<file path="src/rtl/gen_fifo_dac_reader.sv">
// gen_fifo_dac_reader: read side of the generator sample FIFO.
// Pops signed fixed-point samples, saturates them to [-1.0, 1.0), converts
// them to offset-binary DAC codes and shifts each code out MSB-first on a
// 3-wire serial link (cs_n / sclk / sdo).
module gen_fifo_dac_reader #(
   parameter int DATA_WIDTH = 32,
   parameter int INT_BITS   = 4,
   parameter int DAC_BITS   = 16,
   parameter int CLK_DIV    = 4,
   parameter int CS_GAP     = 2
) (
   input  logic                  clk,
   input  logic                  rst,
   input  logic                  en,
   input  logic                  fifo_empty,
   output logic                  fifo_rd_en,
   input  logic [DATA_WIDTH-1:0] fifo_rdata,
   output logic                  dac_cs_n,
   output logic                  dac_sclk,
   output logic                  dac_sdo,
   output logic                  busy,
   output logic                  clip,
   output logic [15:0]           sample_cnt
);

   localparam int FRAC  = DATA_WIDTH - INT_BITS;
   localparam int DIV_W = $clog2(2 * CLK_DIV);
   localparam int BIT_W = $clog2(DAC_BITS);
   localparam int GAP_W = $clog2(CS_GAP + 1);

   localparam logic [DIV_W-1:0] DIV_LAST = DIV_W'(2 * CLK_DIV - 1);
   localparam logic [DIV_W-1:0] DIV_HALF = DIV_W'(CLK_DIV);
   localparam logic [BIT_W-1:0] BIT_LAST = BIT_W'(DAC_BITS - 1);
   localparam logic [GAP_W-1:0] GAP_LAST = GAP_W'(CS_GAP - 1);

   // 1.0 in the sample format, widened by one bit so s + 1.0 cannot overflow
   localparam logic signed [DATA_WIDTH:0] ONE = {{INT_BITS{1'b0}}, 1'b1, {FRAC{1'b0}}};

   typedef enum logic [2:0] {
      IDLE,
      READ,
      CAPT,
      SHIFT,
      GAP
   } state_t;

   state_t                 state, state_next;
   logic [DIV_W-1:0]       div_cnt, div_next;
   logic [BIT_W-1:0]       bit_cnt, bit_next;
   logic [GAP_W-1:0]       gap_cnt, gap_next;
   logic [DAC_BITS-1:0]    shreg, shreg_next;

   logic signed [DATA_WIDTH:0] s_ext;
   logic signed [DATA_WIDTH:0] sum;
   logic                       sat_hi;
   logic                       sat_lo;
   logic [DAC_BITS-1:0]        code;
   logic                       sum_unused;

   logic                       rd_en_next;
   logic                       cs_n_next;
   logic                       sclk_next;
   logic                       sdo_next;
   logic                       busy_next;
   logic                       clip_next;
   logic [15:0]                cnt_next;

   // Saturate the incoming sample and convert it to an offset-binary code
   always_comb begin
      s_ext  = {fifo_rdata[DATA_WIDTH-1], fifo_rdata};
      sum    = s_ext + ONE;
      sat_hi = (s_ext >= ONE);
      sat_lo = (s_ext < -ONE);
      if (sat_hi) begin
         code = '1;
      end else if (sat_lo) begin
         code = '0;
      end else begin
         code = sum[FRAC -: DAC_BITS];
      end
   end

   assign sum_unused = ^sum;

   // State, frame counters, shift register and all registered outputs
   always_ff @(posedge clk or posedge rst) begin
      if (rst) begin
         state      <= IDLE;
         div_cnt    <= '0;
         bit_cnt    <= '0;
         gap_cnt    <= '0;
         shreg      <= '0;
         fifo_rd_en <= 1'b0;
         dac_cs_n   <= 1'b1;
         dac_sclk   <= 1'b0;
         dac_sdo    <= 1'b0;
         busy       <= 1'b0;
         clip       <= 1'b0;
         sample_cnt <= '0;
      end else begin
         state      <= state_next;
         div_cnt    <= div_next;
         bit_cnt    <= bit_next;
         gap_cnt    <= gap_next;
         shreg      <= shreg_next;
         fifo_rd_en <= rd_en_next;
         dac_cs_n   <= cs_n_next;
         dac_sclk   <= sclk_next;
         dac_sdo    <= sdo_next;
         busy       <= busy_next;
         clip       <= clip_next;
         sample_cnt <= cnt_next;
      end
   end

   // Next-state and counter sequencing: IDLE -> READ -> CAPT -> SHIFT -> GAP
   always_comb begin
      state_next = state;
      div_next   = div_cnt;
      bit_next   = bit_cnt;
      gap_next   = gap_cnt;
      shreg_next = shreg;
      case (state)
         IDLE: begin
            if (en && !fifo_empty) begin
               state_next = READ;
            end
         end
         READ: begin
            state_next = CAPT;
         end
         CAPT: begin
            state_next = SHIFT;
            div_next   = '0;
            bit_next   = '0;
            shreg_next = code;
         end
         SHIFT: begin
            if (div_cnt == DIV_LAST) begin
               div_next = '0;
               if (bit_cnt == BIT_LAST) begin
                  state_next = GAP;
                  gap_next   = '0;
                  shreg_next = '0;
               end else begin
                  bit_next   = bit_cnt + 1'b1;
                  shreg_next = {shreg[DAC_BITS-2:0], 1'b0};
               end
            end else begin
               div_next = div_cnt + 1'b1;
            end
         end
         GAP: begin
            if (gap_cnt == GAP_LAST) begin
               state_next = IDLE;
            end else begin
               gap_next = gap_cnt + 1'b1;
            end
         end
         default: begin
            state_next = IDLE;
         end
      endcase
   end

   // Output values for the coming cycle; derived from next-state values so
   // that the registered outputs line up with the state they belong to
   always_comb begin
      rd_en_next = (state_next == READ);
      cs_n_next  = (state_next != SHIFT);
      sclk_next  = (state_next == SHIFT) && (div_next >= DIV_HALF);
      sdo_next   = (state_next == SHIFT) && shreg_next[DAC_BITS-1];
      busy_next  = (state_next != IDLE);
      clip_next  = (state == CAPT) && (sat_hi || sat_lo);
      cnt_next   = sample_cnt;
      if ((state == SHIFT) && (state_next == GAP)) begin
         cnt_next = sample_cnt + 16'd1;
      end
   end

endmodule

</file>
<file path="config.mk">
export PLATFORM = sky130hd
export DESIGN_NAME = gen_fifo_dac_reader
export DESIGN_NICKNAME = d
export VERILOG_FILES = /design/src/rtl/gen_fifo_dac_reader.sv
export SDC_FILE = /design/constraint.sdc
export NUM_CORES = 1
export LEC_CHECK = 0
export BUFFER_PORTS_ARGS = -buffer_cell sky130_fd_sc_hd__buf_2
export CELL_PAD_IN_SITES_DETAIL_PLACEMENT = 0
export CELL_PAD_IN_SITES_GLOBAL_PLACEMENT = 1
export CORE_MARGIN = 5
export CORE_UTILIZATION = 36
export CTS_CLUSTER_DIAMETER = 60
export DETAILED_ROUTE_END_ITERATION = 8
export PLACE_DENSITY = 0.82
export SLEW_MARGIN = 10
export SYNTH_ARGS = -nofsm -noshare
export SYNTH_HDL_FRONTEND = slang
export SYNTH_SLANG_ARGS = --single-unit
export TNS_END_PERCENT = 50
</file>
<file path="constraint.sdc">
create_clock -name clk -period 1.8 [get_ports clk]
set_input_delay 0.09 -clock clk [delete_from_list [all_inputs] [get_ports clk]]
set_output_delay 0.09 -clock clk [all_outputs]
set_load 0.005 [all_outputs]
</file>
# [Word level (Yosys, flattened, before mapping)]
# Index checks and enable logic that the tools add are counted.
# W data, S select, Z words.
[op_classes] add_sub_neg=5 multipliers=0 div=0 order_cmp=3 eq_ne=15 shifts=0 n_mux=19 bitwise_logic=0 reduce_logical=14
[ops] operator="$mux W16" n=4
[ops] operator="$ge A32 B30 Y1 const B" n=1
[ops] operator="$lt A32 B29 Y1 const B" n=1
[ops] operator="$pmux W16 S2" n=1
[ops] operator="$add A29 B29 Y29 const B" n=1
[ops] operator="$add A16 B1 Y16 const B" n=1
[ops] operator="$mux W3" n=5
[ops] operator="$pmux W3 S5" n=1
[ops] operator="$eq A3 B2 Y1 const B" n=3
[ops] operator="$eq A3 B3 Y1 const B" n=3
[ops] operator="$mux W4" n=2
[ops] operator="$ne A2 B2 Y1 const B" n=4
[ops] operator="$pmux W4 S2" n=1
[ops] operator="$eq A3 B1 Y1 const B" n=2
[ops] operator="$mux W2" n=3
[ops] operator="$pmux W3 S2" n=1
[ops] operator="$logic_and A1 B1 Y1" n=5
[ops] operator="$add A4 B1 Y4 const B" n=1
[ops] operator="$eq A4 B4 Y1 const B" n=1
[ops] operator="$pmux W2 S2" n=1
[ops] operator="$reduce_and A4 Y1" n=1
[ops] operator="$reduce_bool A2 Y1" n=2
[ops] operator="$add A3 B1 Y3 const B" n=1
[ops] operator="$ge A3 B3 Y1 const B" n=1
[ops] operator="9 further kinds" n=9
[word_totals] reg_bits=50 latchBits=0 mem_bits_rw=0 rom_bits=0 input_bits=36 output_inout_bits=22 wordCells=69 mem_count=0

# [Longest topological paths before layout]
# Gate-level depths: netlist of the first run.
[depth] depth_word=6 depth_mapped=7 depth_no_buf=6

# [Worst setup path after synthesis of the first run]
# Ideal clock, no wire load.
[synth_timing] kind="reg-to-reg" start="register (tool-made name)" end="register sample_cnt[15]" setup_ps=79 t_arrival_ps=1642 t_required_ps=1721 path_slack_ps=79 path_stages_with_launch=8 n_path_buf=1 period_less_slack_ps=1721 path_cell_list="dfrtp_1 > ha_1 > ha_1 > and4_1 > buf_2 > nand4_4 > nor4_4 > xor2_1"
[synth_lines] item="end signal, assigned" line="112" rtl="sample_cnt <= cnt_next;"
[synth_lines] item="end, declared" line="23" rtl="output logic [15:0] sample_cnt"

==> flow_summary_export.csv, run 1 <==
group,metric,value,unit
sta,setup-violations-final,0,
route,routedWlPerCell,13.99,um
global_routing,grt_start_max_net_pins,31,
power,powerDensity,649.3,nW/um^2
die,starting_utilization_of_the_core_area,37.00,%
global_routing,groute.usage.overall,13.05,%
route,detail_route.drc_violations,0,
placed_design,place_inst,355,
layout,layout.area.seq,1252,um^2
flow_run,max_capacitance_violation_count,0,
layout,fill_cells,615,
yosys,yosysSeqAreaShare,53.62,%
clock_tree,cts.reportedPaths.clkPinSlew,0.10,ns
critical_path,crit_type,"reg2reg",
power,p_total,1.904,mW
clock_tree,root_buffer,"sky130_fd_sc_hd__clkbuf_8",
sta,drv_slew,0,
critical_path,worstPathMaxFanout,5,
sta,timing.final.crit_share,95.64,%
global_routing,globalRouteOverflowTotal,0,
layout,stdcell_count,365,
die,pin_count,58,
die,die_width,90.56,um
yosys,synth_commonest_cells,"sky130_fd_sc_hd__dfrtp_1, sky130_fd_sc_hd__nor2_1, sky130_fd_sc_hd__nand2_1",
yosys,ys_top_cells_by_area,"sky130_fd_sc_hd__dfrtp_1, sky130_fd_sc_hd__nor2_1, sky130_fd_sc_hd__a221oi_1",
power,max-vdd-ir-drop,0.2923,mV
yosys,syn-mean-instance-area,10.38,um^2
route,routed_via_density,5.156,
clock_tree,number_of_clock_sinks,50,
critical_path,timing.critical_path.to_type,"flip-flop",
outcome,run_status,"finished clean",
yosys,synth_top_cell_area_share,52.49,%
clock_tree,h-tree-depth,2,
sta,final.hold.worst_slack,0.02450,ns
yosys,post_synth_inst_count,225,
yosys,post_synth_num_cell_types,42,
layout,final_layout_size_suffix_gt1_share,30.90,%
yosys,yosysWarnings,0,
worst_hold_path,holdCritPathClass,"in2reg",
placed_design,gp_congestion,0.7708,
global_routing,grt_first_pass_wirelength,9.018,mm
route,drt_iter0_drc,46,
die,core_area,6314,um^2
layout,num_antenna_cells,0,
die,placement_rows,29,
placed_design,portBuffers,44,
yosys,synth_most_common_cell,"sky130_fd_sc_hd__dfrtp_1",
sta,clock_skew,0.004906,ns
yosys,synth.largest_area_cell,"sky130_fd_sc_hd__dfrtp_1",
layout,area_of_the_multi_input_gates,1031,um^2
clock_tree,cts_buffers,5,
critical_path,startpoint_type,"flip-flop",
sta,final.min_clock_period,1.721,ns
sta,timing.final.ws_setup,0.07852,ns
clock_tree,cts.path.max_buffers,2,
critical_path,required,2.03,ns
global_routing,grt_antenna_before_repair,0,
sta,grt_setup_unrepaired,"true",
sta,setup_tns,0,ns
yosys,yosys_most_used_dff,"sky130_fd_sc_hd__dfrtp_1",
placed_design,detailed_place_hpwl,3.599,mm
route,dr_total_vias,1882,
global_routing,via_count_of_the_first_global_routing_pass,1933,
sta,timing.slew.headroom,68.75,%
route,drt_pass1_iterations,4,
layout,layout.nets,328,
sta,max_slew.worst_pin.slew,0.4681,ns
die,dieHeight,90.56,um
layout,area_growth_syn_to_layout,25.55,%
sta,total_count_of_hold_check_failures_in_the_final_report,0,
yosys,synth_edf_count,0,
yosys,synth_nets,266,
yosys,ys_async_sr_fraction,100.0,%
yosys,postSynthRegisterBits,50,
placed_design,placedInstanceArea,2774,um^2
route,routed_wl,5.107,mm
layout,final_standard_cell_area_without_fillers,2933,um^2
critical_path,arrival_time_at_the_worst_endpoint,1.95,ns
layout,final_core_utilization,46.45,%
route,postRouteAntennaNets,0,
clock_tree,clk_latency,0.30,ns
placed_design,preCtsSetupSlack,-0.2529,ns
yosys,post_syn_area,2336,um^2
die,dieArea,8200,um^2
power,leakage,1.439,nW
clock_tree,tritoncts,"yes",
sta,max_freq,0.5809,GHz
per-layer routing:
metal / routed length [um] / GRT usage, % / vias to the layer above
li1: - / - / 925
met1: 2359 / 17.08 / 911
met2: 2454 / 21.31 / 42
met3: 250 / 3.500 / 4
met4: 43 / 3.350 / 0
met5: 0 / 0 / -
worst paths after layout:
check / startpoint / to / slack (ns) / depth (start not counted)
max: flip-flop / sample_cnt[15]$_DFFE_PP0P_ / 0.08 / 6
min: fifo_rdata[13] / shreg[0]$_DFFE_PP0P_ / 0.02 / 3
max reg2reg: flip-flop / sample_cnt[15]$_DFFE_PP0P_ / 0.08 / 6
min reg2reg: sample_cnt[15]$_DFFE_PP0P_ / sample_cnt[15]$_DFFE_PP0P_ / 0.49 / 1
max in group asynchronous: rst / dac_cs_n$_DFF_PP1_ / 0.87 / 4
min in group asynchronous: rst / sample_cnt[15]$_DFFE_PP0P_ / 0.33 / 3
logic make-up after synthesis:
group	after synthesis	synth area share (%)
flip-flops	50	53.62
adder cells (fa/ha/maj)	5	2.678
AND/OR/NAND/NOR	92	20.62
buffers and inverters	20	3.910
AO/OA/AOI/OAI	43	13.55
XOR/XNOR	15	5.624
state kept, by name, summed over array words and instances (netlist names), named ones only:
signal and cells:
sample_cnt 16, shreg 16, bit_cnt 4, state 3, gap_cnt 2, busy 1, clip 1, dac_cs_n 1
dac_sclk 1, dac_sdo 1, div_cnt 1, fifo_rd_en 1
cells in the final DEF (no fill, tap or decap), types with 2 or more instances in the layout:
cell type and count:
sky130_fd_sc_hd__and3_1 2, sky130_fd_sc_hd__o21ai_0 12, sky130_fd_sc_hd__nand2_1 16, sky130_fd_sc_hd__clkbuf_8 5, sky130_fd_sc_hd__dfrtp_1 49, sky130_fd_sc_hd__a21oi_1 3
sky130_fd_sc_hd__xor2_1 9, sky130_fd_sc_hd__o31ai_1 2, sky130_fd_sc_hd__or2_2 2, sky130_fd_sc_hd__xnor2_1 6, sky130_fd_sc_hd__a221oi_1 14, sky130_fd_sc_hd__buf_12 3
sky130_fd_sc_hd__nand3_1 9, sky130_fd_sc_hd__nand2b_1 2, sky130_fd_sc_hd__buf_2 44, sky130_fd_sc_hd__ha_1 3, sky130_fd_sc_hd__a22o_1 4, sky130_fd_sc_hd__nor2_1 32
sky130_fd_sc_hd__nor3_1 10, sky130_fd_sc_hd__nand4_1 3, sky130_fd_sc_hd__inv_1 7, sky130_fd_sc_hd__buf_4 19, sky130_fd_sc_hd__a31oi_1 2
worst max-delay path, cell delays in order (launching register included):
cell and delay [ns]:
sky130_fd_sc_hd__dfrtp_1 0.38, sky130_fd_sc_hd__ha_2 0.21, sky130_fd_sc_hd__ha_4 0.15, sky130_fd_sc_hd__and4_4 0.27, sky130_fd_sc_hd__nand4_4 0.16, sky130_fd_sc_hd__nor4_4 0.29
sky130_fd_sc_hd__xor2_1 0.18
cell type report:
class | instances | share of cell area (%)
clock inverter | 3 | 0.7253
inverter | 8 | 1.024
tap | 77 | 3.285
timing repair buffer | 67 | 14.76
multi-input combinational | 155 | 35.15
sequential | 50 | 42.70
clock buffer | 5 | 2.346
report_power, final:
| part | switching [mW] | leakage, nW | internal, mW |
|---|---|---|---|
| clock | 0.387 | 0.0441 | 0.274 |
| sequential | 0.0119 | 0.618 | 1.14 |
| combinational | 0.0462 | 0.776 | 0.0421 |
| total | 0.445 | 1.44 | 1.46 |
timing repair:
| action | in CTS | in global routing |
|---|---|---|
| hold buffers | 1 | 0 |
| resized for setup | 2 | 7 |
| pin swaps | 0 | 2 |
| setup buffers | 0 | 1 |
| endpoints found under the hold margin | 20 | 0 |
| endpoints found under the setup margin | 16 | 29 |
| gates cloned | 0 | 0 |
(Power assumes the default switching activity.)
==> run 2: changes to the inputs <==
- PLACE_DENSITY: 0.82 -> 0.72
==> run 2 against run 1 <==
Die area stayed put; clock power is 23% higher; combinational power is 1% higher; critical path depth stayed put.
==> flow_summary_export.csv, run 2 (same netlist as run 1, synthesis figures left out) <==
group,metric,value,unit
outcome,run_status,"finished clean",
route,routed_via_density,5.234,
power,leakage,1.449,nW
sta,setup-violations-final,0,
die,die_width,90.56,um
critical_path,timing.critical_path.to_type,"flip-flop",
critical_path,startpoint_type,"flip-flop",
placed_design,portBuffers,44,
sta,final.hold.worst_slack,0.02318,ns
critical_path,critical-path-max-stage-delay,0.37,ns
route,dr_total_vias,1900,
global_routing,grt_first_pass_wirelength,9.156,mm
critical_path,critical_path_cell_list,"ha_1 > ha_2 > and4_4 > nand4_4 > nor4_4 > xor2_1",
placed_design,place_inst,354,
clock_tree,number_of_clock_sinks,50,
sta,max_slew.worst_pin.slew,0.6181,ns
clock_tree,cts.reportedPaths.clkPinSlew,0.09,ns
global_routing,grt_start_max_net_pins,25,
layout,num_antenna_cells,0,
power,clock_power_share,39.5,%
sta,clock_skew,0.004466,ns
die,pin_count,58,
power,p_switching,424.7,uW
route,detail_route.drc_violations,0,
layout,largest_registers,"sample_cnt (16), shreg (16), bit_cnt (4)",
route,routed_wl,5.053,mm
route,routedWlPerCell,13.92,um
clock_tree,tritoncts,"yes",
power,p_total,2.057,mW
die,placement_rows,29,
critical_path,timing.critical_path.max_delay_family,"simple AND/OR/NAND/NOR gates",
power,p_sw_share,20.65,%
critical_path,arrival_time_at_the_worst_endpoint,1.95,ns
layout,fill_cells,623,
layout,mostFrequentLayoutCells,"sky130_fd_sc_hd__dfrtp_1, sky130_fd_sc_hd__buf_2, sky130_fd_sc_hd__nor2_1",
route,drt_iter0_drc,58,
global_routing,grt_antenna_before_repair,0,
sta,final.min_clock_period,1.718,ns
critical_path,worstPathMaxFanout,6,
power,powerDensity,696.0,nW/um^2
die,starting_utilization_of_the_core_area,37.00,%
die,dieArea,8200,um^2
global_routing,globalRouteOverflowTotal,0,
die,core_area,6314,um^2
power,int_power,1.632,mW
layout,layout.cells.most_common,"sky130_fd_sc_hd__dfrtp_1",
power,p_comb_share,4.4,%
layout,final_standard_cell_area_without_fillers,2955,um^2
clock_tree,clk_latency,0.30,ns
critical_path,required,2.03,ns
clock_tree,root_buffer,"sky130_fd_sc_hd__clkbuf_8",
layout,area_growth_syn_to_layout,26.51,%
layout,layout.nets,327,
layout,area_of_the_multi_input_gates,1039,um^2
placed_design,placedInstanceArea,2766,um^2
critical_path,worst-path-buf-inv,0,
layout,stdcell_count,363,
sta,total_count_of_hold_check_failures_in_the_final_report,0,
critical_path,critical_path.slowest_cell,"sky130_fd_sc_hd__dfrtp_1",
die,dieHeight,90.56,um
clock_tree,cts_buffers,5,
flow_run,max_capacitance_violation_count,0,
critical_path,crit_type,"reg2reg",
route,postRouteAntennaNets,0,
placed_design,detailed_place_hpwl,3.664,mm
layout,layout.area.seq,1252,um^2
clock_tree,h-tree-depth,2,
layout,final_layout_size_suffix_gt1_share,31.47,%
sta,max_freq,0.5819,GHz
placed_design,gp_congestion,0.7681,
worst_hold_path,holdCritPathClass,"in2reg",
global_routing,via_count_of_the_first_global_routing_pass,1968,
global_routing,groute.usage.overall,13.01,%
power,power.sequential.fraction,56.2,%
sta,drv_slew,0,
power,max-vdd-ir-drop,0.3747,mV
sta,timing.final.crit_share,95.47,%
sta,timing.slew.headroom,58.79,%
route,drt_pass1_iterations,4,
clock_tree,cts.path.max_buffers,2,
-- run 2: layout make-up --
class / count / area share (%)
Clock buffer: 6 / 2.794
Tap cell: 77 / 3.260
Clock inverter: 1 / 1.016
Sequential cell: 50 / 42.38
Inverter: 8 / 1.016
Multi-Input combinational cell: 155 / 35.14
Timing Repair Buffer: 66 / 14.39
-- run 2: worst paths after layout --
kind,to,cells after the start,slack [ns],startpoint
min reg2reg,sample_cnt[15]$_DFFE_PP0P_,1,0.47,sample_cnt[15]$_DFFE_PP0P_
max,sample_cnt[15]$_DFFE_PP0P_,6,0.08,flip-flop
min in group asynchronous,shreg[2]$_DFFE_PP0P_,3,0.31,rst
min,shreg[0]$_DFFE_PP0P_,3,0.02,fifo_rdata[13]
max reg2reg,sample_cnt[15]$_DFFE_PP0P_,6,0.08,flip-flop
max in group asynchronous,dac_cs_n$_DFF_PP1_,4,0.91,rst
-- run 2: power groups by stage --
stage | sequential (mW) | clock, mW | combinational, mW
4_1_cts | 1.16 | 0.844 | 0.0935
3_5_place_dp | 1.18 | 0 | 0.0919
3_3_place_gp | 1.18 | 0 | 0.0900
2_1_floorplan | 1.17 | 0 | 0.0438
6_report | 1.16 | 0.812 | 0.0896
5_1_grt | 1.16 | 0.896 | 0.103
-- run 2: repair_timing --
action | in CTS | in global routing
cloned | 0 | 0
endpoints found under the setup margin | 16 | 25
gates resized for setup | 3 | 10
setup buffers | 0 | 1
pin swaps | 0 | 1
hold buffers | 1 | 0
endpoints found under the hold margin | 13 | 0
-- run 2: routing by layer --
metal | track usage (%) | part of all wire [%] | vias up
met2 | 21.79 | 48 | 48
met1 | 16.90 | 46 | 927
li1 | - | - | 922
met5 | 0 | 0 | -
met4 | 2.605 | 0.57 | 0
met3 | 3.417 | 5.4 | 3
-- run 2: worst register-to-register path, delay by kind of cell, from the launching register on --
| kind | cells | cell delay [ns] |
|---|---|---|
| xor+xnor | 1 | 0.16 |
| fa+ha+maj | 2 | 0.35 |
| flops | 1 | 0.37 |
| simple gates | 3 | 0.78 |
-- run 2: metrics by stage --
stage | worst slack, ns | utilization [%] | setup TNS, ns
global route | -0.003452 | 46.81 | -0.006217
detailed placement | -0.1782 | 43.82 | -1.977
CTS | 0.004049 | 45.94 | 0
global placement | -0.1660 | 43.82 | -2.180
finish | 0.08154 | 46.81 | 0
floorplan | 0.07855 | - | 0
